===== src/rtl/uioreg_pkg.sv =====
// Shared definitions for the uioreg bridge slice.
//   state_t        : bridge transfer FSM states
//   REG_*_OFS      : register offsets counted down from the all-ones address
//   TIMEOUT_DATA   : read data returned when a custom-logic read is aborted
package uioreg_pkg;

  typedef enum logic [1:0] {
    S_IDLE    = 2'd0,
    S_WR      = 2'd1,
    S_RD_WAIT = 2'd2,
    S_DONE    = 2'd3
  } state_t;

  localparam int unsigned REG_STATUS_OFS = 0;
  localparam int unsigned REG_MASK_OFS   = 1;

  localparam logic [31:0] TIMEOUT_DATA = 32'hDEAD_BEEF;

endpackage


===== src/rtl/uioreg_bridge_mc_if.sv =====
// Avalon-MM slave-side bus bundle for uioreg_bridge_mc.
//   slave_address/read/write/chipselect/writedata : master -> bridge
//   slave_readdata/waitrequest/irq                 : bridge -> master
interface uioreg_bridge_mc_if #(
  parameter int unsigned AW = 14,
  parameter int unsigned DW = 32
);
  logic [AW-1:0] slave_address;
  logic          slave_read;
  logic          slave_write;
  logic          slave_chipselect;
  logic [DW-1:0] slave_writedata;
  logic [DW-1:0] slave_readdata;
  logic          slave_waitrequest;
  logic          slave_irq;

  modport master (
    output slave_address, slave_read, slave_write, slave_chipselect, slave_writedata,
    input  slave_readdata, slave_waitrequest, slave_irq
  );

  modport slave (
    input  slave_address, slave_read, slave_write, slave_chipselect, slave_writedata,
    output slave_readdata, slave_waitrequest, slave_irq
  );
endinterface


===== src/rtl/uioreg_irq_ctrl.sv =====
// Interrupt controller for the uioreg bridge.
// Falling-edge detect on active-low inputs, sticky W1C status, mask, and a
// registered level irq = |(status & mask).
// Optional macro UIO_RD_TIMEOUT_EN adds the read-timeout flag at bit DW-1.
// Ports:
//   clk, reset    : clock, synchronous active-high reset
//   int_in_n      : active-low interrupt levels
//   w1c_en        : write-1-to-clear strobe for status (uses wr_lo/wr_top)
//   mask_we       : mask write strobe
//   wr_lo, wr_top : write data bits [NUM_IRQ-1:0] and [DATA_WIDTH-1]
//   timeout_set   : sets the timeout flag
//   status_rd     : status read view; mask_rd : mask read view
//   irq           : registered interrupt level
module uioreg_irq_ctrl #(
  parameter int unsigned DATA_WIDTH = 32,
  parameter int unsigned NUM_IRQ    = 4
) (
  input  logic                  clk,
  input  logic                  reset,
  input  logic [NUM_IRQ-1:0]    int_in_n,
  input  logic                  w1c_en,
  input  logic                  mask_we,
  input  logic [NUM_IRQ-1:0]    wr_lo,
  input  logic                  wr_top,
  input  logic                  timeout_set,
  output logic [DATA_WIDTH-1:0] status_rd,
  output logic [DATA_WIDTH-1:0] mask_rd,
  output logic                  irq
);

  logic [NUM_IRQ-1:0] prev_n;
  logic [NUM_IRQ-1:0] status;
  logic [NUM_IRQ-1:0] mask;
  logic [NUM_IRQ-1:0] fall;
  logic [NUM_IRQ-1:0] clr;
  logic               tflag;
  logic               tmask;

  assign fall = prev_n & ~int_in_n;
  assign clr  = w1c_en ? wr_lo : '0;

  always_ff @(posedge clk) begin
    if (reset) begin
      prev_n <= '0;
      status <= '0;
      mask   <= '0;
      irq    <= 1'b0;
    end else begin
      prev_n <= int_in_n;
      // Set is OR-ed after the clear so a same-cycle edge wins over W1C.
      status <= (status & ~clr) | fall;
      if (mask_we) mask <= wr_lo;
      irq <= (|(status & mask)) | (tflag & tmask);
    end
  end

`ifdef UIO_RD_TIMEOUT_EN
  always_ff @(posedge clk) begin
    if (reset) begin
      tflag <= 1'b0;
      tmask <= 1'b0;
    end else begin
      tflag <= (tflag & ~(w1c_en & wr_top)) | timeout_set;
      if (mask_we) tmask <= wr_top;
    end
  end
`else
  logic unused_tie;
  assign tflag      = 1'b0;
  assign tmask      = 1'b0;
  assign unused_tie = &{1'b0, timeout_set, wr_top};
`endif

  always_comb begin
    status_rd                = '0;
    status_rd[NUM_IRQ-1:0]   = status;
    status_rd[DATA_WIDTH-1]  = tflag;
    mask_rd                  = '0;
    mask_rd[NUM_IRQ-1:0]     = mask;
    mask_rd[DATA_WIDTH-1]    = tmask;
  end

endmodule


===== src/rtl/uioreg_bridge_mc.sv =====
// Avalon-MM slave to custom-logic bridge with wait-states, variable read
// latency (con_rdvalid) and NUM_IRQ edge-detected interrupt sources.
// Optional macro UIO_RD_TIMEOUT_EN: aborts RD_WAIT after TIMEOUT_CYCLES,
// returning TIMEOUT_DATA and setting status bit DATA_WIDTH-1.
// Ports:
//   clk, reset     : clock, synchronous active-high reset
//   bus            : Avalon slave bundle (uioreg_bridge_mc_if.slave)
//   con_adrout     : latched address      con_dataout  : latched write data
//   con_write_out  : 1-cycle write strobe con_read_out : 1-cycle read strobe
//   con_datain     : read data            con_rdvalid  : con_datain valid
//   con_int_in_n   : active-low interrupt levels
// Address map: all-ones = IRQ_STATUS (R/W1C), all-ones-1 = IRQ_MASK (R/W),
// everything else is passed through to the custom logic.
module uioreg_bridge_mc
  import uioreg_pkg::*;
#(
  parameter int unsigned ADDRESS_WIDTH  = 14,
  parameter int unsigned DATA_WIDTH     = 32,
  parameter int unsigned NUM_IRQ        = 4,
  parameter int unsigned TIMEOUT_CYCLES = 255
) (
  input  logic                     clk,
  input  logic                     reset,
  uioreg_bridge_mc_if.slave        bus,
  output logic [ADDRESS_WIDTH-1:0] con_adrout,
  output logic [DATA_WIDTH-1:0]    con_dataout,
  output logic                     con_write_out,
  output logic                     con_read_out,
  input  logic [DATA_WIDTH-1:0]    con_datain,
  input  logic                     con_rdvalid,
  input  logic [NUM_IRQ-1:0]       con_int_in_n
);

  localparam logic [ADDRESS_WIDTH-1:0] ADDR_STATUS =
    {ADDRESS_WIDTH{1'b1}} - ADDRESS_WIDTH'(REG_STATUS_OFS);
  localparam logic [ADDRESS_WIDTH-1:0] ADDR_MASK =
    {ADDRESS_WIDTH{1'b1}} - ADDRESS_WIDTH'(REG_MASK_OFS);

  state_t                state, state_nxt;
  logic                  req, is_rd, hit_status, hit_mask, hit_reg;
  logic                  first_rd, timeout_hit, status_w1c, mask_we;
  logic [DATA_WIDTH-1:0] status_rd, mask_rd;

  assign req        = bus.slave_chipselect & (bus.slave_read | bus.slave_write);
  assign is_rd      = bus.slave_read;
  assign hit_status = (bus.slave_address == ADDR_STATUS);
  assign hit_mask   = (bus.slave_address == ADDR_MASK);
  assign hit_reg    = hit_status | hit_mask;

  assign bus.slave_waitrequest = req & (state != S_DONE);
  assign con_write_out         = (state == S_WR);
  assign con_read_out          = (state == S_RD_WAIT) & first_rd;

  assign status_w1c = (state == S_IDLE) & req & ~is_rd & hit_status;
  assign mask_we    = (state == S_IDLE) & req & ~is_rd & hit_mask;

  always_comb begin
    state_nxt = state;
    unique case (state)
      S_IDLE: begin
        if (req) begin
          if (hit_reg)    state_nxt = S_DONE;
          else if (is_rd) state_nxt = S_RD_WAIT;
          else            state_nxt = S_WR;
        end
      end
      S_WR:      state_nxt = S_DONE;
      S_RD_WAIT: if (con_rdvalid || timeout_hit) state_nxt = S_DONE;
      S_DONE:    state_nxt = S_IDLE;
      default:   state_nxt = S_IDLE;
    endcase
  end

  always_ff @(posedge clk) begin
    if (reset) begin
      state              <= S_IDLE;
      first_rd           <= 1'b0;
      con_adrout         <= '0;
      con_dataout        <= '0;
      bus.slave_readdata <= '0;
    end else begin
      state    <= state_nxt;
      first_rd <= (state == S_IDLE) && (state_nxt == S_RD_WAIT);
      if (state == S_IDLE && req && !hit_reg) begin
        con_adrout <= bus.slave_address;
        if (!is_rd) con_dataout <= bus.slave_writedata;
      end
      if (state == S_IDLE && req && hit_reg && is_rd)
        bus.slave_readdata <= hit_status ? status_rd : mask_rd;
      if (state == S_RD_WAIT) begin
        if (con_rdvalid)      bus.slave_readdata <= con_datain;
        else if (timeout_hit) bus.slave_readdata <= DATA_WIDTH'(TIMEOUT_DATA);
      end
    end
  end

`ifdef UIO_RD_TIMEOUT_EN
  localparam int unsigned TCW =
    (TIMEOUT_CYCLES > 255) ? $clog2(TIMEOUT_CYCLES + 1) : 8;
  logic [TCW-1:0] to_cnt;

  // Counts RD_WAIT cycles from 0 in the first one; aborts in cycle TIMEOUT_CYCLES.
  always_ff @(posedge clk) begin
    if (reset || state != S_RD_WAIT) to_cnt <= '0;
    else                             to_cnt <= to_cnt + TCW'(1);
  end

  assign timeout_hit = (state == S_RD_WAIT) & ~con_rdvalid &
                       (to_cnt == TCW'(TIMEOUT_CYCLES - 1));
`else
  assign timeout_hit = 1'b0;
`endif

  uioreg_irq_ctrl #(
    .DATA_WIDTH (DATA_WIDTH),
    .NUM_IRQ    (NUM_IRQ)
  ) u_irq (
    .clk         (clk),
    .reset       (reset),
    .int_in_n    (con_int_in_n),
    .w1c_en      (status_w1c),
    .mask_we     (mask_we),
    .wr_lo       (bus.slave_writedata[NUM_IRQ-1:0]),
    .wr_top      (bus.slave_writedata[DATA_WIDTH-1]),
    .timeout_set (timeout_hit),
    .status_rd   (status_rd),
    .mask_rd     (mask_rd),
    .irq         (bus.slave_irq)
  );

endmodule


===== src/flat_wrapper.sv =====
// flat-port wrapper written by rule: the top's interface ports become plain ports
module uioreg_bridge_mc_flat import uioreg_pkg::*;
#(
  parameter int unsigned ADDRESS_WIDTH  = 14,
  parameter int unsigned DATA_WIDTH     = 32,
  parameter int unsigned NUM_IRQ        = 4,
  parameter int unsigned TIMEOUT_CYCLES = 255
)
  (clk, reset, con_adrout, con_dataout, con_write_out, con_read_out, con_datain, con_rdvalid, con_int_in_n, bus_slave_address, bus_slave_read, bus_slave_write, bus_slave_chipselect, bus_slave_writedata, bus_slave_readdata, bus_slave_waitrequest, bus_slave_irq);
  uioreg_bridge_mc_if #(.AW((14)), .DW((32))) bus_i ();
  input  logic clk;
  input  logic reset;
  output logic [ADDRESS_WIDTH-1:0] con_adrout;
  output logic [DATA_WIDTH-1:0] con_dataout;
  output logic con_write_out;
  output logic con_read_out;
  input  logic [DATA_WIDTH-1:0] con_datain;
  input  logic con_rdvalid;
  input  logic [NUM_IRQ-1:0] con_int_in_n;
  input wire logic [$bits(bus_i.slave_address)-1:0] bus_slave_address;
  input wire logic [$bits(bus_i.slave_read)-1:0] bus_slave_read;
  input wire logic [$bits(bus_i.slave_write)-1:0] bus_slave_write;
  input wire logic [$bits(bus_i.slave_chipselect)-1:0] bus_slave_chipselect;
  input wire logic [$bits(bus_i.slave_writedata)-1:0] bus_slave_writedata;
  output wire logic [$bits(bus_i.slave_readdata)-1:0] bus_slave_readdata;
  output wire logic [$bits(bus_i.slave_waitrequest)-1:0] bus_slave_waitrequest;
  output wire logic [$bits(bus_i.slave_irq)-1:0] bus_slave_irq;
  assign bus_i.slave_address = bus_slave_address;
  assign bus_i.slave_read = bus_slave_read;
  assign bus_i.slave_write = bus_slave_write;
  assign bus_i.slave_chipselect = bus_slave_chipselect;
  assign bus_i.slave_writedata = bus_slave_writedata;
  assign bus_slave_readdata = bus_i.slave_readdata;
  assign bus_slave_waitrequest = bus_i.slave_waitrequest;
  assign bus_slave_irq = bus_i.slave_irq;
  uioreg_bridge_mc #(.ADDRESS_WIDTH(ADDRESS_WIDTH), .DATA_WIDTH(DATA_WIDTH), .NUM_IRQ(NUM_IRQ), .TIMEOUT_CYCLES(TIMEOUT_CYCLES)) u_core (.clk(clk), .reset(reset), .bus(bus_i), .con_adrout(con_adrout), .con_dataout(con_dataout), .con_write_out(con_write_out), .con_read_out(con_read_out), .con_datain(con_datain), .con_rdvalid(con_rdvalid), .con_int_in_n(con_int_in_n));
endmodule

===== config.mk =====
export PLATFORM = sky130hd
export DESIGN_NAME = uioreg_bridge_mc_flat
export DESIGN_NICKNAME = d
export VERILOG_FILES = /design/src/rtl/uioreg_pkg.sv /design/src/rtl/uioreg_bridge_mc_if.sv /design/src/rtl/uioreg_irq_ctrl.sv /design/src/rtl/uioreg_bridge_mc.sv /design/src/flat_wrapper.sv
export SDC_FILE = /design/constraint.sdc
export NUM_CORES = 1
export LEC_CHECK = 0
export BUFFER_PORTS_ARGS = -buffer_cell sky130_fd_sc_hd__buf_2
export CAP_MARGIN = 20
export CORE_ASPECT_RATIO = 0.8
export CORE_MARGIN = 2
export CORE_UTILIZATION = 44
export CTS_BUF_LIST = sky130_fd_sc_hd__clkbuf_8
export DETAILED_ROUTE_END_ITERATION = 16
export PLACE_DENSITY = 0.78
export SLEW_MARGIN = 0
export SYNTH_ARGS = -nofsm -noshare
export SYNTH_HDL_FRONTEND = slang
export SYNTH_SLANG_ARGS = --single-unit

===== constraint.sdc =====
create_clock -name clk -period 1.6 [get_ports clk]
set_input_delay 0.32 -clock clk [delete_from_list [all_inputs] [get_ports clk]]
set_output_delay 0.32 -clock clk [all_outputs]
set_load 0.01 [all_outputs]

Word level (Yosys, flattened, before mapping)
Index checks and enable logic that the tools add are counted.

operators by class
  add/subtract/negate cells = 0
  multiply operators = 0
  divide/modulo/power cells = 0
  magnitude comparators = 0
  equality and inequality tests = 7
  shifts and indexed selects = 0
  multiplexer cells = 10
  bitwise operators = 16
  reduce and logical (&&, ||, !) cells = 9

operators with widths
  operator                                        number
  2-to-1 mux 32 bit                               3
  == test 14 bit (second input constant)          2
  AND 4 bit                                       3
  2-to-1 mux 2 bit                                4
  2-to-1 mux 4 bit                                2
  inverter 4 bit                                  2
  one-hot mux 2 bit (4 select lines)              1
  AND 1 bit                                       7
  == test 2 bit (second input constant)           3
  logical AND 1 bit                               5
  OR 4 bit                                        1
  OR reduction 4 bit                              1
  == test 2 x 1 -> 1 bit (second input constant)  1
  zero test 2 bit                                 1
  inequality test 2 bit (second input constant)   1
  OR 1 bit                                        2
  AND reduction 2 bit                             1
  zero test 1 bit                                 1
  inverter 1 bit                                  1

storage, ports and cells
  register bits after elaboration = 94
  bits in latches = 0
  bits in writable memories = 0
  memory bits (read-only) = 0
  output and inout bits = 82
  word-level logic and storage cells = 51
  memories = 0

Longest topological paths before layout
  depth after elaboration = 9
  gate-level depth with buffers = 7
  gate-level depth less buffers = 6

By module
A second synthesis with hierarchy kept.

second synthesis, totals
  cells, all modules = 529
  area, all modules = 4722.0 µm²

modules (own cells, without submodules)
  module            times used  cells each  area each (µm²)
  uioreg_bridge_mc  1           430         3814.9
  uioreg_irq_ctrl   1           99          907.1

Least setup slack after synthesis
No wires, ideal clock.

  path type = register to register
  from = register u_core.state[0]
  to = register u_core.bus.slave_readdata[11]
  data arrival time = 1578 ps
  required time = 1530 ps
  slack = -49 ps
  stages on the path, launching flop included = 8
  cell sequence = dfxtp_1 inv_1 ha_1 and4_1 nand4_1 clkbuf_1 nand3_1 a21oi_1

between the ends
  cells in the longest elaborated chain, start to end = 7
  elaborated cells between the ends (all ways) = 8
  those cells by class = eq/ne (1); mux (3); reduce/logical (4)

RTL lines
  element                         line                       text
  start, declared                 uioreg_bridge_mc.sv:39     state_t state, state_nxt;
  start signal, assigned          uioreg_bridge_mc.sv:82     state <= state_nxt;
  zero test 2 bit                 uioreg_bridge_mc.sv:88     if (state == S_IDLE && req && hit_reg && is_rd)
  logical AND 1 bit (3 in a row)  uioreg_bridge_mc.sv:88
  2-to-1 mux 32 bit               uioreg_bridge_mc.sv:88
  2-to-1 mux 32 bit               uioreg_bridge_mc.sv:91     if (con_rdvalid) bus.slave_readdata <= con_datain;
  2-to-1 mux 32 bit *             uioreg_bridge_mc.sv:90     if (state == S_RD_WAIT) begin
  end signal, assigned            uioreg_bridge_mc.sv:89     bus.slave_readdata <= hit_status ? status_rd : mask_rd;
  end signal, assigned            uioreg_bridge_mc.sv:91
  end signal, assigned            uioreg_bridge_mc.sv:92     else if (timeout_hit) bus.slave_readdata <= DATA_WIDTH'(TIMEOUT_DATA);
  end, declared                   uioreg_bridge_mc_if.sv:24  output slave_readdata, slave_waitrequest, slave_irq

Every way passes the cells marked *; elsewhere a longest branch is shown, timed or not.
A chain may end at the register's enable or synchronous reset.

Final worst setup path
  from = register u_core.state[0]
  to = register u_core.u_irq.mask[3]

between the ends
  cells in the longest elaborated chain, start to end = 4

RTL lines
  element                 line                    text
  zero test 2 bit         uioreg_bridge_mc.sv:55  assign mask_we = (state == S_IDLE) & req & ~is_rd & hit_mask;
  AND 1 bit (3 in a row)  uioreg_bridge_mc.sv:55
  end signal, assigned    uioreg_irq_ctrl.sv:52   if (mask_we) mask <= wr_lo;
  end, declared           uioreg_irq_ctrl.sv:33   logic [NUM_IRQ-1:0] mask;

No other way between the ends.

==> summary.txt <==
Outcome
  – Status: finished with violations
  – Failing checks: negative setup slack

Floorplan
  – Core Area: 0.00845 mm2
  – Die Height: 87.4 um
  – Die ar.: 0.00946 mm2
  – Rows: 30
  – Initial Util: 0.453
  – Die span in x: 108 um
  – IO Pins: 170

Synthesis
  – Yosys reg bits: 94
  – Post-synthesis cell count: 451
  – Yosys cell types: 31
  – Synth Net Count: 544
  – Synth area leader: dfxtp_1
  – Leading post-synthesis cells by cell area: dfxtp_1 (49%), a21oi_1 (9.3%), nand3_1 (9.0%), nand2_1 (6.2%), mux2i_1 (4.7%)
  – Mean Syn Cell Area: 8.48 um2
  – Seq/Total Area, Yosys: 0.492
  – Post-synth top area share: 0.492
  – Synth warn: 0
  – Mapped cell area: 0.00382 mm2

STA
  – Minimum clock period after layout: 1610 ps
  – Slew Viols, Final: 0
  – RSZ-0062 raised after global routing: true
  – Final Hold Fails: 0
  – Fin crit share: 1.01
  – Slew margin rel.: 0.609
  – Clock skew: 13.2 ps
  – Slew @ Worst Pin: 586 ps
  – Worst hold slack: 186 ps
  – Peak Freq: 619 MHz
  – Post-route setup slack: -14.6 ps
  – Final setup fails: 2
  – Setup TNS after final layout: -16.6 ps

Setup path
  – Top delay family on crit path: buffers and inverters
  – Slowest-stage cell, CP: dfxtp_2
  – Worst path required time: 1830 ps
  – R2R Path Start: u_core.state[0]
  – Buffers and inverters on the worst path: 5
  – CP Class: reg -> reg
  – CP Capture Type: flop
  – WP data arrival: 1840 ps
  – Cell mode on critical path: buf_6
  – Crit path launch: u_core.state[0]
  – CP max stage delay: 340 ps
  – Startpoint Class: flop
  – CP Cell Sequence: inv_2 -> buf_6 -> ha_4 -> buf_4 -> nand4b_1 -> buf_6 -> buf_12 -> o31ai_2 -> a21oi_2
  – Worst-path fanout max: 10

Global routing
  – Global-route wire length before repair: 16,800 um
  – Largest net degree at the start of global routing: 46
  – Gr usage total: 0.222
  – Initial antenna violation count: 0
  – Global route overflow: 0
  – Number of global-route vias before repair: 3,687

Worst hold path
  – Hold_sp: con_int_in_n[0]
  – Worst Hold Class: in -> reg

Job
  – Max-cap check violation count: 0

Clock network
  – Skew-Pair Late Insertion Delay: 360 ps
  – Root buf cell: clkbuf_8
  – TritonCTS clock tree: done
  – Clock Pin Slew Worst Setup and Hold Paths: 90 ps
  – # clock sinks: 94
  – Hold_buf cts: 0
  – Htree depth: 3
  – Total CTS buffers: 9
  – CTS Buffer Depth: 2

Placement
  – Placer Congestion: 0.808
  – Place WS: -42.5 ps
  – Buffers on Ports: 169
  – HPWL after DPL: 7550 um

Routing
  – Drt total wl: 11,400 um
  – Via density: 5.42
  – Initial DRC Count: 229
  – Drt wl/cell: 15.5 um
  – First-pass detailed-route iteration total: 5
  – Via Count: 4,011
  – Final antenna-violating net count: 0
  – Post-route DRC: 0

Power
  – Pwr dens: 1120 mW/mm2
  – Power, Total: 6060 uW
  – Pleak: 0.00235 uW
  – Peak supply drop: 0.000709 V

Cells and area
  – Antenna diodes: 0
  – Share of cells above drive strength 1: 0.385
  – Layout fillers: 737
  – Most common cell after layout, fill and taps aside: buf_2
  – Area growth from synthesis to layout: 41.2%
  – Footprint of the multi-input gates: 0.00189 mm2
  – Sequential cell area: 0.00188 mm2
  – Core Util, Final: 0.639
  – Most frequent cells in the layout: buf_2 (168), dfxtp_1 (92), a21oi_1 (70)
  – # nets final: 717
-- layer usage --
layer  global-route usage  routed length, um  vias to the layer above
met1                0.274               4740                     1908
met4               0.0793                168                        0
met3               0.0613                814                       16
li1                     -                  -                     1943
met5                    0                  0                        -
met2                0.372               5720                      144
-- repair_timing --
action	in CTS	in global routing
setup buffers	2	3
pin swaps	4	7
resized for setup	6	37
setup endpoints to repair	4	64
cloned	0	4
-- Yosys cell counts --
| cell type | instances |
|---|---|
| dfxtp_1 | 94 |
| a21oi_1 | 71 |
| nand3_1 | 69 |
| nand2_1 | 63 |
| o21ai_0 | 35 |
| clkbuf_1 | 30 |
| mux2i_1 | 18 |
| o31ai_1 | 8 |
| nand4_1 | 6 |
| ha_1 | 5 |
| nand4b_1 | 5 |
| and2_1 | 4 |
| and4_4 | 4 |
| buf_1 | 4 |
| inv_1 | 4 |
| nand2b_1 | 4 |
| nor2b_1 | 4 |
| or4_1 | 4 |
| buf_2 | 3 |
| nor2_1 | 3 |
| a22oi_1 | 2 |
| and4_1 | 2 |
| a2111oi_0 | 1 |
| a211oi_1 | 1 |
| buf_6 | 1 |
| buf_8 | 1 |
| inv_2 | 1 |
| nor3b_2 | 1 |
| nor3b_4 | 1 |
| o211a_1 | 1 |
| o22ai_1 | 1 |
-- worst register-to-register path, delay by kind of cell, from the launching register on --
| kind | cells | cell delay (ps) |
|---|---|---|
| flops | 1 | 340 |
| simple gates | 1 | 110 |
| buf+inv | 5 | 600 |
| fa+ha+maj | 1 | 110 |
| compound gates | 2 | 340 |
-- final cells by class --
class,instances,share of cell area
multi-input combinational,313,0.351
inverter,5,0.00348
sequential,94,0.349
tap,112,0.0260
clock buffer,9,0.0229
clock inverter,6,0.0132
timing repair buffer,201,0.234
-- registers in the layout (all words and copies together) (netlist names) --
signal / count
u_core.u_irq.irq: 1
u_core.con_dataout: 32
u_core.state: 2
u_core.u_irq.status: 4
u_core.u_irq.prev_n: 4
u_core.first_rd: 1
u_core.con_adrout: 14
u_core.bus.slave_readdata: 32
u_core.u_irq.mask: 4
-- through the flow --
step                      instances  cell area, um2
after floorplan                 451            3840
after global placement          717            4910
after detailed placement        717            4910
after CTS                       733            5140
after global routing            740            5400
final                           740            5400
-- logic make-up after synthesis --
logic type / count (synthesis) / share of synthesized area
AO/OA/AOI/OAI: 120 / 0.167
adder cells (fa/ha/maj): 5 / 0.0164
buffers and inverters: 44 / 0.0491
flip-flops: 94 / 0.492
multiplexers: 18 / 0.0471
AND/OR/NAND/NOR: 170 / 0.228
-- final timing paths --
kind                       endpoint  slack [ps]  depth (start not counted)
max            u_core.u_irq.mask[3]         -10                          9
min          u_core.u_irq.prev_n[0]         190                          2
max reg2reg    u_core.u_irq.mask[3]         -10                          9
min reg2reg  u_core.u_irq.status[1]         450                          2
-- power by group --
part / internal [uW] / switching [uW]
logic: 850 / 937
registers: 2580 / 119
clock network: 725 / 849
total: 4150 / 1900
No activity file was read; power rests on OpenSTA's default activity.
